==> src/rtl/multicycle_ctrl_fsm_pkg.sv <==
// Shared encodings for the multicycle RV32I control FSM: opcodes, state codes,
// datapath select encodings and the DECODE dispatch function.
package multicycle_ctrl_fsm_pkg;

  localparam logic [6:0] OP_LOAD   = 7'b0000011;
  localparam logic [6:0] OP_STORE  = 7'b0100011;
  localparam logic [6:0] OP_R      = 7'b0110011;
  localparam logic [6:0] OP_I      = 7'b0010011;
  localparam logic [6:0] OP_BRANCH = 7'b1100011;
  localparam logic [6:0] OP_JAL    = 7'b1101111;
  localparam logic [6:0] OP_JALR   = 7'b1100111;
  localparam logic [6:0] OP_LUI    = 7'b0110111;
  localparam logic [6:0] OP_AUIPC  = 7'b0010111;

  typedef enum logic [3:0] {
    S_FETCH     = 4'd0,
    S_DECODE    = 4'd1,
    S_MEMADR    = 4'd2,
    S_MEMREAD   = 4'd3,
    S_MEMWB     = 4'd4,
    S_MEMWRITE  = 4'd5,
    S_EXEC_R    = 4'd6,
    S_EXEC_I    = 4'd7,
    S_ALUWB     = 4'd8,
    S_BRANCH    = 4'd9,
    S_JAL       = 4'd10,
    S_JALR      = 4'd11,
    S_JALR_LINK = 4'd12,
    S_LUI       = 4'd13,
    S_AUIPC     = 4'd14
  } state_t;

  typedef enum logic [1:0] {
    SRC_A_PC     = 2'b00,
    SRC_A_OLD_PC = 2'b01,
    SRC_A_RS1    = 2'b10,
    SRC_A_ZERO   = 2'b11
  } alu_src_a_t;

  typedef enum logic [1:0] {
    SRC_B_RS2  = 2'b00,
    SRC_B_IMM  = 2'b01,
    SRC_B_FOUR = 2'b10
  } alu_src_b_t;

  typedef enum logic [1:0] {
    ALU_ADD   = 2'b00,
    ALU_SUB   = 2'b01,
    ALU_FUNCT = 2'b10
  } alu_op_t;

  typedef enum logic [1:0] {
    RES_ALU_REG    = 2'b00,
    RES_MEM_DATA   = 2'b01,
    RES_ALU_DIRECT = 2'b10
  } result_src_t;

  // State entered after DECODE; S_FETCH marks an unknown opcode.
  function automatic state_t decode_target(input logic [6:0] opcode);
    case (opcode)
      OP_LOAD, OP_STORE: decode_target = S_MEMADR;
      OP_R:              decode_target = S_EXEC_R;
      OP_I:              decode_target = S_EXEC_I;
      OP_BRANCH:         decode_target = S_BRANCH;
      OP_JAL:            decode_target = S_JAL;
      OP_JALR:           decode_target = S_JALR;
      OP_LUI:            decode_target = S_LUI;
      OP_AUIPC:          decode_target = S_AUIPC;
      default:           decode_target = S_FETCH;
    endcase
  endfunction

endpackage

==> src/rtl/multicycle_ctrl_fsm.sv <==
// Main control FSM of the multicycle RV32I core.
//
// state       | meaning
// ------------+----------------------------------------------------------
// FETCH       | read instr at PC, PC <= PC+4 on memory ready
// DECODE      | dispatch on opcode, alu_result <= old_pc+imm (branch target)
// MEMADR      | alu_result <= rs1+imm (load/store address)
// MEMREAD     | read at alu_result, capture mem_data on ready
// MEMWB       | rd <= mem_data
// MEMWRITE    | write at alu_result, retire on ready
// EXEC_R      | alu_result <= rs1 op rs2
// EXEC_I      | alu_result <= rs1 op imm
// ALUWB       | rd <= alu_result
// BRANCH      | compare rs1/rs2, PC <= target if taken
// JAL         | PC <= target, alu_result <= old_pc+4 (link)
// JALR        | alu_result <= rs1+imm (target)
// JALR_LINK   | PC <= target, alu_result <= old_pc+4 (link)
// LUI         | alu_result <= 0+imm
// AUIPC       | alu_result <= old_pc+imm
module multicycle_ctrl_fsm
  import multicycle_ctrl_fsm_pkg::*;
#(
  parameter int OPCODE_W = 7
) (
  input  logic                clk,
  input  logic                rst,
  input  logic [OPCODE_W-1:0] i_opcode,
  input  logic                i_mem_ready,
  input  logic                i_branch_taken,
  output logic                o_mem_req,
  output logic                o_mem_we,
  output logic                o_addr_src,
  output logic                o_instr_we,
  output logic                o_old_pc_we,
  output logic                o_mem_data_we,
  output logic                o_alu_result_we,
  output logic                o_pc_write,
  output logic                o_reg_write,
  output logic [1:0]          o_alu_src_a,
  output logic [1:0]          o_alu_src_b,
  output logic [1:0]          o_alu_op,
  output logic [1:0]          o_result_src,
  output logic                o_retire,
  output logic                o_illegal
);

  state_t      state_q, state_d;
  alu_src_a_t  src_a;
  alu_src_b_t  src_b;
  alu_op_t     alu_op;
  result_src_t result_src;

  // State register; reset always lands in FETCH, abandoning any pending request.
  always_ff @(posedge clk) begin
    if (rst) state_q <= S_FETCH;
    else     state_q <= state_d;
  end

  // Next state and per-state datapath controls; reset masks everything to 0.
  always_comb begin
    state_d         = state_q;
    o_mem_req       = 1'b0;
    o_mem_we        = 1'b0;
    o_addr_src      = 1'b0;
    o_instr_we      = 1'b0;
    o_old_pc_we     = 1'b0;
    o_mem_data_we   = 1'b0;
    o_alu_result_we = 1'b0;
    o_pc_write      = 1'b0;
    o_reg_write     = 1'b0;
    o_retire        = 1'b0;
    o_illegal       = 1'b0;
    src_a           = SRC_A_PC;
    src_b           = SRC_B_RS2;
    alu_op          = ALU_ADD;
    result_src      = RES_ALU_REG;

    case (state_q)
      S_FETCH: begin
        o_mem_req  = 1'b1;
        src_b      = SRC_B_FOUR;
        result_src = RES_ALU_DIRECT;
        if (i_mem_ready) begin
          o_instr_we  = 1'b1;
          o_old_pc_we = 1'b1;
          o_pc_write  = 1'b1;
          state_d     = S_DECODE;
        end
      end
      S_DECODE: begin
        src_a           = SRC_A_OLD_PC;
        src_b           = SRC_B_IMM;
        o_alu_result_we = 1'b1;
        state_d         = decode_target(i_opcode);
        o_illegal       = (decode_target(i_opcode) == S_FETCH);
      end
      S_MEMADR: begin
        src_a           = SRC_A_RS1;
        src_b           = SRC_B_IMM;
        o_alu_result_we = 1'b1;
        state_d         = (i_opcode == OP_LOAD) ? S_MEMREAD : S_MEMWRITE;
      end
      S_MEMREAD: begin
        o_mem_req  = 1'b1;
        o_addr_src = 1'b1;
        if (i_mem_ready) begin
          o_mem_data_we = 1'b1;
          state_d       = S_MEMWB;
        end
      end
      S_MEMWB: begin
        result_src  = RES_MEM_DATA;
        o_reg_write = 1'b1;
        o_retire    = 1'b1;
        state_d     = S_FETCH;
      end
      S_MEMWRITE: begin
        o_mem_req  = 1'b1;
        o_mem_we   = 1'b1;
        o_addr_src = 1'b1;
        if (i_mem_ready) begin
          o_retire = 1'b1;
          state_d  = S_FETCH;
        end
      end
      S_EXEC_R, S_EXEC_I: begin
        src_a           = SRC_A_RS1;
        src_b           = (state_q == S_EXEC_R) ? SRC_B_RS2 : SRC_B_IMM;
        alu_op          = ALU_FUNCT;
        o_alu_result_we = 1'b1;
        state_d         = S_ALUWB;
      end
      S_ALUWB: begin
        o_reg_write = 1'b1;
        o_retire    = 1'b1;
        state_d     = S_FETCH;
      end
      S_BRANCH: begin
        src_a      = SRC_A_RS1;
        alu_op     = ALU_SUB;
        o_pc_write = i_branch_taken;
        o_retire   = 1'b1;
        state_d    = S_FETCH;
      end
      // alu_result still holds the target while the ALU forms the link value.
      S_JAL, S_JALR_LINK: begin
        src_a           = SRC_A_OLD_PC;
        src_b           = SRC_B_FOUR;
        o_alu_result_we = 1'b1;
        o_pc_write      = 1'b1;
        state_d         = S_ALUWB;
      end
      S_JALR: begin
        src_a           = SRC_A_RS1;
        src_b           = SRC_B_IMM;
        o_alu_result_we = 1'b1;
        state_d         = S_JALR_LINK;
      end
      S_LUI, S_AUIPC: begin
        src_a           = (state_q == S_LUI) ? SRC_A_ZERO : SRC_A_OLD_PC;
        src_b           = SRC_B_IMM;
        o_alu_result_we = 1'b1;
        state_d         = S_ALUWB;
      end
      default: state_d = S_FETCH;
    endcase

    if (rst) begin
      o_mem_req       = 1'b0;
      o_mem_we        = 1'b0;
      o_addr_src      = 1'b0;
      o_instr_we      = 1'b0;
      o_old_pc_we     = 1'b0;
      o_mem_data_we   = 1'b0;
      o_alu_result_we = 1'b0;
      o_pc_write      = 1'b0;
      o_reg_write     = 1'b0;
      o_retire        = 1'b0;
      o_illegal       = 1'b0;
      src_a           = SRC_A_PC;
      src_b           = SRC_B_RS2;
      alu_op          = ALU_ADD;
      result_src      = RES_ALU_REG;
    end
  end

  assign o_alu_src_a  = src_a;
  assign o_alu_src_b  = src_b;
  assign o_alu_op     = alu_op;
  assign o_result_src = result_src;

endmodule

==> config.mk <==
export PLATFORM = sky130hd
export DESIGN_NAME = multicycle_ctrl_fsm
export DESIGN_NICKNAME = d
export VERILOG_FILES = /design/src/rtl/multicycle_ctrl_fsm_pkg.sv /design/src/rtl/multicycle_ctrl_fsm.sv
export SDC_FILE = /design/constraint.sdc
export NUM_CORES = 1
export LEC_CHECK = 0
export BUFFER_PORTS_ARGS = -buffer_cell sky130_fd_sc_hd__buf_2
export CORE_MARGIN = 2
export CORE_UTILIZATION = 25
export CTS_CLUSTER_DIAMETER = 40
export CTS_CLUSTER_SIZE = 10
export DETAILED_ROUTE_END_ITERATION = 10
export GPL_TIMING_DRIVEN = 0
export MAX_ROUTING_LAYER = met4
export PLACE_DENSITY = 0.5
export SETUP_SLACK_MARGIN = 0.4
export SYNTH_ARGS = -nofsm -noshare
export SYNTH_HDL_FRONTEND = slang
export SYNTH_SLANG_ARGS = --single-unit
export TNS_END_PERCENT = 5
==> constraint.sdc <==
create_clock -name clk -period 1.7 [get_ports clk]
set_input_delay 0.17 -clock clk [delete_from_list [all_inputs] [get_ports clk]]
set_output_delay 0.17 -clock clk [all_outputs]
set_load 0.02 [all_outputs]
After elaboration in Yosys (flattened, before gate mapping)
Index checks and enable logic that the tools add are counted.
{"block": "word_totals", "out_inout_bits": 19, "in_bits": 11, "ff_bits": 4, "wordCells": 82}
{"block": "classes", "eq_ne": 26, "n_reduce_logical": 17, "n_mux": 38}
{"cell": "$pmux W4 S8", "count": 1}
{"cell": "$eq A4 B4 Y1 const B", "count": 7}
{"cell": "$pmux W4 S7", "count": 1}
{"cell": "$eq A7 B6 Y1 const B", "count": 3}
{"cell": "$eq A7 B7 Y1 const B", "count": 3}
{"cell": "$mux W1", "count": 20}
{"cell": "$eq A4 B3 Y1 const B", "count": 4}
{"cell": "$mux W4", "count": 4}
{"cell": "$eq A7 B5 Y1 const B", "count": 2}
{"cell": "$pmux W2 S3", "count": 2}
{"cell": "$reduce_or A2 Y1", "count": 6}
{"cell": "$reduce_or A3 Y1", "count": 4}
{"cell": "$mux W2", "count": 5}
{"cell": "$reduce_or A5 Y1", "count": 2}
{"cell": "$reduce_or A9 Y1", "count": 1}
{"cell": "$eq A4 B2 Y1 const B", "count": 2}
{"cell": "$logic_not A4 Y1", "count": 2}
{"cell": "$pmux W2 S2", "count": 2}
{"cell": "$eq A7 B2 Y1 const B", "count": 1}
{"cell": "$ne A2 B2 Y1 const B", "count": 3}
{"cell": "$reduce_or A6 Y1", "count": 1}
{"cell": "$eq A4 B1 Y1 const B", "count": 1}
{"cell": "$mux W3", "count": 1}
{"cell": "$pmux W1 S3", "count": 1}
{"cell": "other kinds (2)", "count": 2}

Logic depth before layout (Yosys ltp)
{"block": "logic_depth", "ltp_word": 7, "ltp_mapped": 6, "ltp_nobuf": 4}

Worst setup path after synthesis
Ideal clock, no wire load.
{"block": "synth_path", "path_kind": "reg-to-output", "start": "register state_q[0]", "end": "output port o_old_pc_we", "stages_incl_launch_ff": 6, "required_ns": 1.530, "n_path_buf": 3, "setup_slack_ns": -0.305, "t_arrival_ns": 1.835, "path_cell_list": "dfxtp_1 buf_2 clkbuf_1 or3_1 nor3_1 buf_4"}
{"block": "synth_between", "elab_chain_cells": 3}
{"item": "start: declaration", "line": "multicycle_ctrl_fsm.sv:47", "rtl": "state_t state_q, state_d;"}
{"item": "start signal: assignment", "line": "multicycle_ctrl_fsm.sv:56", "rtl": "else state_q <= state_d;"}
{"item": "$logic_not A4 Y1"}
{"item": "$mux W1 (2 in a row)"}
{"item": "end: declaration", "line": "multicycle_ctrl_fsm.sv:34", "rtl": "output logic o_old_pc_we,"}
Every way passes these cells.

Worst setup path after layout
{"block": "layout_path", "start": "register state_q[0]", "end": "output port o_old_pc_we"}
{"block": "layout_between", "elab_chain_cells": 3}
{"item": "$logic_not A4 Y1", "line": "multicycle_ctrl_fsm.sv:78", "rtl": "case (state_q)"}
{"item": "$mux W1", "line": "multicycle_ctrl_fsm.sv:78"}
{"item": "$mux W1", "line": "multicycle_ctrl_fsm.sv:168", "rtl": "if (rst) begin"}
Every way passes these cells.

==> results.sh <==
export IMPL_status="finished with violations"
export IMPL_failed_checks="negative setup slack"
export IMPL_via_count=992
export IMPL_setup_viol=1
export IMPL_num_antenna_cells=0
export IMPL_synthAdderAreaFrac_pct=0
export IMPL_ys_types=42
export IMPL_startpoint_type="flip-flop"
export IMPL_hold_viol=0
export IMPL_rsz0062_at_grt="true"
export IMPL_p_per_area_mw_per_mm2=378
export IMPL_synthSimpleGateAreaFrac_pct=44.8
export IMPL_place_inst=177
export IMPL_grt_pass1_wl_mm=4.13
export IMPL_antenna_left=0
export IMPL_htreeDepth=1
export IMPL_worst_hold_slack_ns=0.225
export IMPL_synth_mux_area_share_pct=1.52
export IMPL_grt_pass1_vias=876
export IMPL_ios=30
export IMPL_drt_total_wl_mm=2.56
export IMPL_wire_per_inst_um=14.0
export IMPL_worstSetupPathType="reg2out"
export IMPL_synth_area_per_cell_um2=6.33
export IMPL_post_route_min_period_ns=1.72
export IMPL_maxSlewHeadroom_pct=65.9
export IMPL_dr_first_iter_drc_count=17
export IMPL_clockBufferDepth=2
export IMPL_synthXorXnorAreaFrac_pct=1.18
export IMPL_crit_path_end_kind="output pin"
export IMPL_ys_flop_type="dfxtp_1"
export IMPL_clk_latency_ns=0.23
export IMPL_die_area_mm2=0.00341
export IMPL_hpwl_mm=1.91
export IMPL_slew_violations=0
export IMPL_worstPathRequired_ns=1.53
export IMPL_ys_ff_latch=4
export IMPL_cts_tree="built"
export IMPL_hold_path_class="in2reg"
export IMPL_tightest_slew_ns=0.511
export IMPL_netlist_instances=117
export IMPL_core_mm2=0.00278
export IMPL_utilization_pct=39.9
export IMPL_initial_utilization_pct=26.6
export IMPL_top_register="state_q"
export IMPL_slowest_delay_ns=0.40
export IMPL_synth_compound_area_share_pct=31.6
export IMPL_max_vdd_ir_drop_mv=0.307
export IMPL_leakage_uw=0.000491
export IMPL_cp_buffers_inverters=4
export IMPL_yosysTopAreaCellShare_pct=10.8
export IMPL_gp_congestion=0.807
export IMPL_min_period_over_period_pct=101
export IMPL_cts_buffers_inserted=3
export IMPL_grt_usage_pct=15.9
export IMPL_path_delay_family="simple AND/OR/NAND/NOR gates"
export IMPL_drc=0
export IMPL_synth_common_cells="nor2_1, a21oi_1, nand2_1"
export IMPL_largest_reg_flops=4
export IMPL_drive_above_1_share_pct=40.8
export IMPL_area_growth_pct=49.7
export IMPL_ys_seq_area_share_pct=10.8
export IMPL_finalWorstSetupSlack_ns=-0.0236
export IMPL_synth_edf_count=0
export IMPL_rows=19
export IMPL_overflow=0
export IMPL_grt_max_degree=11
export IMPL_synth_top_family_by_area="simple AND/OR/NAND/NOR gates"
export IMPL_cts_sinks=4
export IMPL_die_y_um=58.4
export IMPL_drv_cap=0
export IMPL_routed_via_density=5.42
export IMPL_synthesis_area_um2=741
export IMPL_max_freq_mhz=580
export IMPL_yosysWarnings=0
export IMPL_final_cell_count_no_fill=183
export IMPL_nNetsFinal=165
export IMPL_synth_top_area_cell="dfxtp_1"
export IMPL_fin_skew_ns=0.00363
export IMPL_synth_nets=128
export IMPL_crit_chain="buf_6, clkbuf_16, or3_4, nor3_4, buf_6, buf_6"
export IMPL_crit_path_frequent_cell="buf_6"
export IMPL_synth_area_leaders="dfxtp_1, a21oi_1, nor2_1"
export IMPL_cts_root_buf="clkbuf_4"
export IMPL_yosysMostFrequentCell="nor2_1"
export IMPL_crit_path_max_fanout=5
export IMPL_path_clk_slew_ns=0.04
export IMPL_die_x_um=58.4
export IMPL_power_total_uw=418
export IMPL_port_buffer_count=29
export IMPL_crit_arrival_ns=1.55
export IMPL_ctsHoldBuffers=0
export IMPL_grt_antenna_before_repair=0
export IMPL_async_flop_share_pct=0
export IMPL_pre_cts_ws_ns=0.0152
export IMPL_first_pass_iters=4
export IMPL_top_regs="state_q: 4 flops"
export IMPL_slowest_stage="or3_4"
[worst register-to-register path, cell delays in order (launching register included)]
cell and delay (ns):
dfxtp_4 0.36, or2_1 0.22, buf_6 0.14, or4_1 0.49, o22a_1 0.19, o22ai_2 0.10
[power by group]
group	switching, uW	internal (uW)
logic	114	93.3
clock network	35.1	78.7
registers	1.44	95.7
total	151	268
[repair_timing]
item	4_1_cts	5_1_grt
endpoints found under the setup margin	23	23
resized for setup	28	11
buffers inserted	3	0
cloned	0	0
pin swaps	11	6
[worst paths after layout]
kind | slack (ns) | cells after the start | end | startpoint
setup / recovery | -0.02 | 6 | o_old_pc_we | state_q[0]
hold / removal | 0.23 | 2 | state_q[0] | i_mem_ready
setup reg to reg | 0.13 | 5 | state_q[0] | state_q[3]
hold reg to reg | 0.71 | 3 | state_q[1] | state_q[2]
[final cells by class]
type,count,area [um^2]
fill,308,1670
multi-input combinational,97,643
timing repair buffer,32,191
buffer,10,106
sequential,4,83.8
tap,31,38.8
clock buffer,3,22.5
inverter,6,22.5
[metal layers]
layer / vias to the layer above / GRT usage [%] / part of all wire [%]
li1: 501 / - / -
met1: 457 / 20.5 / 47
met2: 34 / 26.6 / 47
met3: 0 / 3.30 / 5.7
met4: 0 / 0.997 / 0
met5: - / - / 0
[kinds of logic (layout without fill, tap and decap cells)]
kind of cell | after synthesis | in the layout
and+or+nand+nor | 59 | 59
DFF | 4 | 4
buffers and inverters | 16 | 51
AOI/OAI and AO/OA | 36 | 36
xor gates and xnor gates | 1 | 1
muxes | 1 | 1
[through the flow]
step,setup TNS (ns),cell area (um^2)
2_1_floorplan,0,777
3_3_place_gp,0,961
3_5_place_dp,0,961
4_1_cts,-0.132,1090
5_1_grt,-0.396,1110
6_report,-0.0236,1110
[layout by cell type, fill, tap and decap left out, types with 2 or more instances in the layout]
master and count:
buf_2 21, buf_4 14, a21oi_1 12, nor2_1 10
nand2_1 6, nand2b_1 6, inv_1 6, o21ai_0 5
buf_6 4, nor2b_2 4, nor2_2 3, or2_1 3
nor3_1 3, nand3b_1 3, clkbuf_4 3, dfxtp_1 3
and2b_1 2, nor2b_1 2, nand3_1 2, o21ai_1 2
nand4_1 2, and4b_1 2, o31ai_1 2
Power figures use the tool's default switching activity.
